<file path="src/rtl/vga_timing_gen.sv">
// VGA raster timing: free-running h/v counters, sync pulses, blanking, frame strobe and frame counter.
// Latency: counters/active/frame_start zero-latency; hs/vs/blank_n delayed PIPE_DELAY enabled cycles; enable=0 freezes all state.
module vga_timing_gen #(
    parameter int H_ACTIVE        = 640,
    parameter int H_FP            = 16,
    parameter int H_SYNC          = 96,
    parameter int H_BP            = 48,
    parameter int V_ACTIVE        = 480,
    parameter int V_FP            = 10,
    parameter int V_SYNC          = 2,
    parameter int V_BP            = 33,
    parameter int SYNC_ACTIVE_LOW = 1,
    parameter int PIPE_DELAY      = 1
) (
    input  logic        vga_clk,
    input  logic        reset_n,
    input  logic        enable,
    output logic [9:0]  hcount,
    output logic [9:0]  vcount,
    output logic        active,
    output logic        frame_start,
    output logic [15:0] frame_count,
    output logic        vga_hs,
    output logic        vga_vs,
    output logic        vga_blank_n
);

    localparam int H_TOTAL = H_ACTIVE + H_FP + H_SYNC + H_BP;
    localparam int V_TOTAL = V_ACTIVE + V_FP + V_SYNC + V_BP;

    // Region bounds are 11 bits so a 1024 total never truncates an end bound to zero.
    localparam logic [10:0] H_LAST   = 11'(H_TOTAL - 1);
    localparam logic [10:0] V_LAST   = 11'(V_TOTAL - 1);
    localparam logic [10:0] H_VIS    = 11'(H_ACTIVE);
    localparam logic [10:0] V_VIS    = 11'(V_ACTIVE);
    localparam logic [10:0] HS_START = 11'(H_ACTIVE + H_FP);
    localparam logic [10:0] HS_END   = 11'(H_ACTIVE + H_FP + H_SYNC);
    localparam logic [10:0] VS_START = 11'(V_ACTIVE + V_FP);
    localparam logic [10:0] VS_END   = 11'(V_ACTIVE + V_FP + V_SYNC);

    localparam logic SYNC_ON  = (SYNC_ACTIVE_LOW != 0) ? 1'b0 : 1'b1;
    localparam logic SYNC_OFF = ~SYNC_ON;

    typedef struct packed {
        logic hs;
        logic vs;
        logic blank_n;
    } sync_t;

    localparam sync_t SYNC_RESET = '{hs: SYNC_OFF, vs: SYNC_OFF, blank_n: 1'b0};

    generate
        if (H_TOTAL > 1024) begin : g_h_total_chk
            $error("vga_timing_gen: H_TOTAL exceeds 1024");
        end
        if (V_TOTAL > 1024) begin : g_v_total_chk
            $error("vga_timing_gen: V_TOTAL exceeds 1024");
        end
        if (PIPE_DELAY < 0 || PIPE_DELAY > 4) begin : g_pipe_chk
            $error("vga_timing_gen: PIPE_DELAY must be 0..4");
        end
    endgenerate

    logic [9:0]  r_hcount;
    logic [9:0]  r_vcount;
    logic [15:0] r_frame_count;
    logic [10:0] w_h;
    logic [10:0] w_v;
    logic        w_h_last;
    logic        w_v_last;
    logic        w_active;
    logic        w_hs_on;
    logic        w_vs_on;
    sync_t       w_raw;
    sync_t       w_out;

    assign w_h      = {1'b0, r_hcount};
    assign w_v      = {1'b0, r_vcount};
    assign w_h_last = (w_h == H_LAST);
    assign w_v_last = (w_v == V_LAST);

    always_ff @(posedge vga_clk or negedge reset_n) begin
        if (!reset_n) begin
            r_hcount      <= '0;
            r_vcount      <= '0;
            r_frame_count <= '0;
        end else if (enable) begin
            if (w_h_last) begin
                r_hcount <= '0;
                if (w_v_last) begin
                    r_vcount      <= '0;
                    r_frame_count <= r_frame_count + 16'd1;
                end else begin
                    r_vcount <= r_vcount + 10'd1;
                end
            end else begin
                r_hcount <= r_hcount + 10'd1;
            end
        end
    end

    assign w_active = (w_h < H_VIS) && (w_v < V_VIS);
    assign w_hs_on  = (w_h >= HS_START) && (w_h < HS_END);
    assign w_vs_on  = (w_v >= VS_START) && (w_v < VS_END);

    assign w_raw.hs      = w_hs_on ? SYNC_ON : SYNC_OFF;
    assign w_raw.vs      = w_vs_on ? SYNC_ON : SYNC_OFF;
    assign w_raw.blank_n = w_active;

    // Sync/blank follow the registered pixel path, so the delay line only moves on enabled cycles.
    generate
        if (PIPE_DELAY == 0) begin : g_no_delay
            assign w_out = w_raw;
        end else begin : g_delay
            sync_t r_pipe [PIPE_DELAY];

            always_ff @(posedge vga_clk or negedge reset_n) begin
                if (!reset_n) begin
                    for (int i = 0; i < PIPE_DELAY; i++) begin
                        r_pipe[i] <= SYNC_RESET;
                    end
                end else if (enable) begin
                    r_pipe[0] <= w_raw;
                    for (int i = 1; i < PIPE_DELAY; i++) begin
                        r_pipe[i] <= r_pipe[i-1];
                    end
                end
            end

            assign w_out = r_pipe[PIPE_DELAY-1];
        end
    endgenerate

    // Gating with reset_n keeps the strobe quiet while the raster is held at (0,0).
    assign frame_start = reset_n && enable && (r_hcount == 10'd0) && (r_vcount == 10'd0);

    assign hcount      = r_hcount;
    assign vcount      = r_vcount;
    assign active      = w_active;
    assign frame_count = r_frame_count;
    assign vga_hs      = w_out.hs;
    assign vga_vs      = w_out.vs;
    assign vga_blank_n = w_out.blank_n;

endmodule
</file>
<file path="config.mk">
export PLATFORM = sky130hd
export DESIGN_NAME = vga_timing_gen
export DESIGN_NICKNAME = d
export VERILOG_FILES = /design/src/rtl/vga_timing_gen.sv
export SDC_FILE = /design/constraint.sdc
export NUM_CORES = 1
export LEC_CHECK = 0
export ABC_CLOCK_PERIOD_IN_PS = 2200
export CAP_MARGIN = 5
export CELL_PAD_IN_SITES_DETAIL_PLACEMENT = 0
export CELL_PAD_IN_SITES_GLOBAL_PLACEMENT = 1
export CORE_MARGIN = 2
export CORE_UTILIZATION = 41
export CTS_BUF_LIST = sky130_fd_sc_hd__clkbuf_8
export CTS_CLUSTER_DIAMETER = 150
export DETAILED_ROUTE_END_ITERATION = 10
export PLACE_DENSITY_LB_ADDON = 0.12
export SYNTH_ARGS = -nofsm -noshare
export SYNTH_HDL_FRONTEND = slang
export SYNTH_SLANG_ARGS = --single-unit
</file>
<file path="constraint.sdc">
create_clock -name vga_clk -period 2.2 [get_ports vga_clk]
set_clock_uncertainty 0.2 [all_clocks]
set_input_delay 0.66 -clock vga_clk [delete_from_list [all_inputs] [get_ports vga_clk]]
set_output_delay 0.66 -clock vga_clk [all_outputs]
set_load 0.01 [all_outputs]
</file>
==> results of run 1 <==
layer usage:
metal	track usage, %	routed length [um]
met4	4.91	29
met5	0	0
met3	2.74	211
met1	27.2	2590
met2	35.0	3070
worst max-delay path by stage:
| stage | from | end | slack, ns | cells after the start |
|---|---|---|---|---|
| final | vcount[0] | frame_start | -0.36 | 6 |
| after floorplan | vcount[1] | frame_start | -0.02 | 5 |
| after detailed placement | reset_n | frame_start | -0.67 | 5 |
| after CTS | vcount[0] | frame_start | -0.37 | 6 |
| after global routing | vcount[0] | frame_start | -0.43 | 6 |
| after global placement | reset_n | frame_start | -0.69 | 5 |
metrics by stage:
stage / setup WS, ns / instance area [um^2] / hold WS [ns] / power [mW] / utilization (%)
3_3_place_gp: -0.693 / 2910 / 0.258 / 1.25 / 57.6
5_1_grt: -0.433 / 3240 / 0.297 / 1.83 / 64.2
2_1_floorplan: -0.0244 / 2120 / 0.164 / 1.02 / -
4_1_cts: -0.369 / 3080 / 0.275 / 1.72 / 61.1
6_report: -0.361 / 3240 / 0.267 / 1.73 / 64.2
3_5_place_dp: -0.673 / 2910 / 0.261 / 1.27 / 57.6
cells in the final DEF, fill, tap and decap left out, types with 3 or more instances in the layout:
cell type	instances
or3_4	3
dlygate4sd2_1	17
dfrtp_2	4
nand4_1	7
nor3_2	3
dfrtp_1	33
nand3_1	12
nand2_1	17
buf_6	9
nor4_1	3
xnor2_1	8
ha_1	3
and3_1	4
and4_1	3
o21ai_0	3
dlymetal6s2s_1	4
clkdlybuf4s50_1	19
mux2_2	4
xor2_1	18
buf_4	46
inv_1	8
clkbuf_8	5
nor4_2	8
nor2_1	9
nor3_1	4
area by class of cell:
| cell class | instances | area, um^2 | area share, % |
|---|---|---|---|
| multi-input cells | 140 | 1190 | 36.7 |
| well taps | 70 | 87.6 | 2.70 |
| repair buffers | 98 | 866 | 26.7 |
| clock inverters | 3 | 12.5 | 0.386 |
| flip-flops and latches | 39 | 983 | 30.4 |
| clock buffers | 5 | 68.8 | 2.13 |
| inverters | 8 | 30.0 | 0.927 |
worst max-delay path, stage by stage (launching register included):
cell      delay, ns
dfrtp_2        0.41
inv_2          0.08
ha_4           0.13
nor4b_4        0.24
nand4_1        0.13
and4bb_2       0.33
buf_6          0.10
report_power, final:
part	leakage, nW	switching (mW)	internal (mW)
sequential	0.507	0.0307	0.764
clock	0.0505	0.248	0.214
combinational	1.08	0.242	0.237
total	1.64	0.521	1.21
cell families after synthesis:
group                    share of synthesized area (%)
AO/OA/AOI/OAI                                     5.02
multiplexers                                      2.60
adder cells (fa/ha/maj)                           2.95
buffers and inverters                             4.19
XOR/XNOR                                          10.7
AND/OR/NAND/NOR                                   28.3
flip-flops                                        46.2
state kept, by name (all words and copies together) (netlist names):
register and cells:
vga_blank_n 1, vga_hs 1, vga_vs 1, frame_count 16, hcount 10, vcount 10
timing repair:
action	in CTS	in global routing
pin swaps	5	11
setup endpoints to repair	38	18
buffers inserted	8	7
gates resized for setup	40	23
==> run summary, run 1 <==
The flow ran to the end, but the final reports show violations. The final reports fail on negative setup slack. The number of synthesized register bits is 39. The starting density of the core is 42.0%. Before antenna repair, the detailed router went through 4 iterations. Summed over all layers, the global routing overflow is 0.

At the pin with the least slew margin, the transition time is 0.537 ns. The max-slew violation total from the final report is 0. The number of global-route vias before repair is 1913. The clock root buffer master is clkbuf_8. The overall die width is 75.9 um. The routability congestion estimate from global placement came out at 0.822.

In the final timing run, aggregate negative setup slack is -0.480 ns. For this design the ratio of total power to cell area is 536 mW/mm^2. The clock net in this run drives a total of 39 sinks. In this run the tightest slew margin relative to its limit is 64.1%.

The count of endpoints failing hold in the final timing report came to 0. From synthesis to final layout, the design area changed by 52.8%. The minimum clock period after layout is 2.56 ns. The arrival time at the worst endpoint came out at 1.70 ns. The category of the worst setup path capture point is an output pin.

The initial antenna violation count came out at 0. The max-cap violation count is 0. For this run, the number of Yosys warnings is 0.

The number of clock buffers added by TritonCTS is 5. The setup slack on the worst flop-to-flop path came out at 0.04 ns. Once detailed placement completed, the half-perimeter wirelength came to 4.00 mm.

The count of flip-flops with a built-in enable after synthesis came out at 0. The final number of setup-violating endpoints came out at 2. By area the synthesized netlist is led by dfrtp_1 44%, xor2_1 7.4%, nor4_2 3.5%, xnor2_1 3.3%, nand2_1 3.0%. The number of placed instances, taps included came out at 342. The worst-case vdd ir drop came out at 0.000343 V. The combined area of all synthesized cells came out at 0.00212 mm^2. The worst min-delay path class is primary input to asynchronous set/reset pin. The synthesized instance count is 196. Once layout is complete, the cells apart from fillers number 363.

In this run the count of I/O pins placed on the die edge is 44. The most used flip-flop cell after synthesis is dfrtp_1. The synthesized area per cell came out at 10.8 um^2.

The total of fill cells in the finished design is 415. In this run the critical register-to-register path is captured at vcount[9]. The area of the die is 0.00576 mm^2.

Entering global routing, the biggest net connects 40 pins. The number of placement rows is 26. The proportion of synthesized chip area in sequential cells is 46.2%. The wire length of the first global-routing pass is 9.58 mm. The startpoint type of the worst setup path is a register. The maximum fanout along the worst path came out at 2. The count of buffers added on input and output ports is 43. The leading area contributor after synthesis is dfrtp_1.

For this run, the top clock speed supported by timing is 391 MHz. The clock reaches the later pin of the worst-skew pair after 0.29 ns. The required time reported for the critical path endpoint is 1.34 ns. In this run, post-CTS hold repair placed 0 buffers. The routed design has 5.90 mm of wire. The average detailed-routed wire length per instance is 16.3 um.

The analysis attributes to cell leakage a power of 1.64 nW. The share of final-layout standard cells stronger than drive strength 1 came out at 35.5%. The commonest cells after synthesis are 37 x dfrtp_1, 18 x xor2_1, 17 x nand2_1, 12 x nand3_1, 11 x nor2_1.

The period utilization came out at 116%. Summed over its instances, the top area cell type makes up 43.7% of the synthesized netlist area. In the global route stage, overall resource usage came out at 20.3%. The post-synth net total is 204. The total core area came out at 0.00504 mm^2.

The share of async-settable or async-resettable flops after synthesis is 100%. The height of the die is 75.9 um. The number of nets in the finished design is 300.

The routed via count came out at 1909. The final worst setup slack came out at -0.361 ns. The antenna violation net count after detailed routing came out at 0. The number of antenna diodes in the final layout is 0. The depth of the worst register-to-register path came out at 6.

The startpoint of the lowest-slack register-to-register path is hcount[7]. After clock tree synthesis, the clock-pin slew on the worst setup and hold paths is 0.08 ns. Setup repair after global routing could not meet its margin everywhere. TritonCTS built the clock tree.

The number of DRC markers in iteration 0 is 107. The number of distinct library cell variants in the gate-level netlist after synthesis came out at 45. No sink is reached through more buffers than the 2 on the longest clock path. The post-route DRC violation count came out at 0.

The CTS H-tree depth came out at 2. The most frequent cell after synthesis is dfrtp_1. The critical path is of the register to output pin type. The vias per cell came out at 5.26.
Note: power is estimated with default switching activity, not from simulation.
==> run 2, diff against run 1 <==
==> constraint.sdc (replaced) <==
create_clock -name vga_clk -period 2.2 [get_ports vga_clk]
set_clock_uncertainty 0.2 [all_clocks]
set_input_delay 0.22 -clock vga_clk [delete_from_list [all_inputs] [get_ports vga_clk]]
set_output_delay 0.22 -clock vga_clk [all_outputs]
set_load 0.01 [all_outputs]
==> run 2 against run 1 <==
  * The run now ends clean
  * Wire length shrank 6.4%
  * Clock-buffer cell count grew 2
  * Worst setup slack gained 0.44 ns
  * Total power grew 5.9%
  * Die area is the same
  * Hold slack gained 0.0025 ns
  * Final area shrank 3.0%
  * Global-route usage shrank 0.091 points
  * Critical endpoint is now vcount[9]
==> run summary, run 2 (synthesized netlist as in run 1, its figures left out) <==
The standby leakage power came to 1.45 nW (-11%). The setup slack on the worst flop-to-flop path is 0.08 ns (+0.04 ns). The total of fill cells in the finished design came out at 422 (+1.7%).

The clock-pin transition on the worst setup and hold timing paths is 0.08 ns (about the same). The worst-case vdd ir drop is 0.000332 V (-3.0%). The arrival time at the worst endpoint came out at 2.12 ns (+0.42 ns).

The total CTS buffers was 5 (unchanged). The routability congestion estimate from global placement came out at 0.844 (+2.7%). The area after detailed placement came out at 0.00286 mm^2 (-1.7%). The CTS sink count came to 39 (unchanged). The final number of setup-violating endpoints is 0 (-2). The max-slew violation total from the final report came to 0 (unchanged). The number of diodes added for antenna fixing was 0 (unchanged). The library cell used most frequently in the layout, excluding fill and tap cells, is buf_4. The signal on the critical path passes through ha_4, nand4bb_4, buf_4, or3_1, or3_4, o31ai_2. The quantity of I/O buffers inserted on ports came out at 43 (unchanged). The final design utilization is 62.3% (-1.9 points). The clock root buffer master is clkbuf_8. The share of final-layout standard cells stronger than drive strength 1 came to 31.1% (-4.4 points).

The CTS H-tree depth came out at 2 (unchanged). The number of DRC markers in iteration 0 is 92 (-14%). The synthesis-to-finish area growth came out at 48.2%. The largest stage delay on the critical path came out at 0.43 ns (+0.02 ns). The maximum count of clock buffers along a single path is 2 (unchanged).

The worst setup path is launched from a register. The initial antenna violation count came out at 0 (unchanged). The height of the die came to 75.9 um (unchanged).

The flip-flop count of the largest register after layout is 16 (unchanged). The maximum fanout along the worst path came out at 5 (+3). The area of the die came out at 0.00576 mm^2 (unchanged). The length of the first detailed-routing pass in iterations came out at 4 (unchanged).

STA classifies the critical path endpoint as a register. The clock tree from TritonCTS is yes. The total length of routed wires is 5.52 mm (-6.4%). The wire length of the first global-routing pass came out at 9.34 mm (-2.5%). The overall die width came out at 75.9 um (unchanged). The antenna violation net count after detailed routing was 0 (unchanged). The pin count of the biggest net entering global routing came out at 40 (unchanged).

The starting density of the core was 42.0% (unchanged). The type of the setup path with the least slack is register to register. The run finished with clean final reports. The smallest hold slack came to 0.270 ns (+0.00253 ns). The area of all placed cells without fillers came out at 0.00314 mm^2 (-3.0%).

The total design power is 1.84 mW (+5.9%). The max-cap violation count is 0 (unchanged). The worst slew margin relative to its limit is 65.8% (+1.8 points).

The worst min-delay path class is register to register. The minimum clock period after layout came out at 2.12 ns (-0.441 ns). The slowest stage of the critical path belongs to the cell dfrtp_1. The number of global-route vias before repair is 1862 (-2.7%).

The total core area is 0.00504 mm^2 (unchanged). The number of nets in the finished design came to 290 (-3.3%). Setup repair after global routing could not meet its margin everywhere.

The number of top-level pins is 44 (unchanged). The vias per cell is 5.18 (-1.6%). The number of placed instances, taps included is 336 (-1.8%). The total global-route track usage is 20.2% (-0.091 points). The pin slew with the least headroom to its limit was 0.512 ns (-0.0249 ns).

The count of endpoints failing hold in the final timing report is 0 (unchanged). The routed via count came to 1827 (-4.3%). The average detailed-routed wire length per instance is 15.6 um (-3.7%). The detailed placement HPWL is 3.99 mm (-0.23%).

The global route total overflow came out at 0 (unchanged). The post-route DRC violation count came to 0 (unchanged). The insertion delay to the later sink of the worst-skew pair came out at 0.29 ns (about the same). The highest attainable clock frequency came out at 472 MHz (+21%).

The required time reported for the critical path endpoint is 2.20 ns (+0.86 ns). The non-filler instance count after layout came out at 353 (-2.8%). The total power divided by cell area came out at 585 mW/mm^2 (+9.2%). Leaving out fill and tap cells, the most frequent cells in the layout are 42 x buf_4, 40 x clkdlybuf4s50_1, 36 x dfrtp_1. The number of placement rows came out at 26 (unchanged). The period utilization is 96.3% (-20 points).
-- run 2: cell count changes in the layout (fill, tap and decap cells not counted), moves of 3 or more --
cell             change
buf_4                -4
buf_6                -8
dlygate4sd2_1       -16
dfrtp_1              +3
dfrtp_2              -3
clkdlybuf4s50_1     +21
dlymetal6s2s_1       -4
-- run 2: layout make-up --
class | instances | area, um^2 | share of cell area [%]
multi-input combinational | 140 | 1150 | 36.7
sequential | 39 | 980 | 31.2
timing repair buffer | 88 | 791 | 25.2
clock buffer | 7 | 96.3 | 3.07
tap | 70 | 87.6 | 2.79
inverter | 8 | 30.0 | 0.956
clock inverter | 1 | 3.75 | 0.120
-- run 2: worst paths after layout --
path                                  from  cells past startpoint               to
setup / recovery                 hcount[1]                      6        vcount[9]
hold / removal             frame_count[15]                      1  frame_count[15]
setup reg to reg                 hcount[1]                      6        vcount[9]
hold reg to reg            frame_count[15]                      1  frame_count[15]
max in group asynchronous          reset_n                      3        hcount[0]
min in group asynchronous          reset_n                      3  frame_count[12]
-- run 2: critical path, delay by kind of cell, from the launching register on --
kind            cells  cell delay, ns
simple gates        3            0.86
flops               1            0.43
fa+ha+maj           1            0.18
compound gates      1            0.18
buf+inv             1            0.16
-- run 2: report_power, final --
part | total, mW | internal, mW | switching (mW)
Sequential | 0.816 | 0.764 | 0.0513
Clock | 0.533 | 0.282 | 0.251
Combinational | 0.489 | 0.259 | 0.230
-- run 2: routing by layer --
layer  vias to the layer above  track usage [%]  part of all wire, %  routed length [um]
met1                       895             26.7                   44                2450
li1                        880                -                    -                   -
met5                         -                0                    0                   0
met3                         8             4.29                  3.7                 207
met4                         0             6.36                  1.7                  94
met2                        44             33.5                   50                2770
-- run 2: what timing repair did --
action	CTS	global route
pin swaps	0	2
gates resized for setup	5	21
buffers inserted	0	8
hold buffers	1	0
endpoints found under the setup margin	5	14
endpoints found under the hold margin	37	0
-- run 2: stage by stage --
| stage | TNS, ns | setup WS, ns |
|---|---|---|
| 6_report | 0 | 0.0805 |
| 5_1_grt | -0.0200 | -0.0144 |
| 4_1_cts | -0.0588 | -0.0280 |
| 3_5_place_dp | -0.259 | -0.0847 |
| 3_3_place_gp | -0.0498 | -0.0498 |
| 2_1_floorplan | 0 | 0.106 |
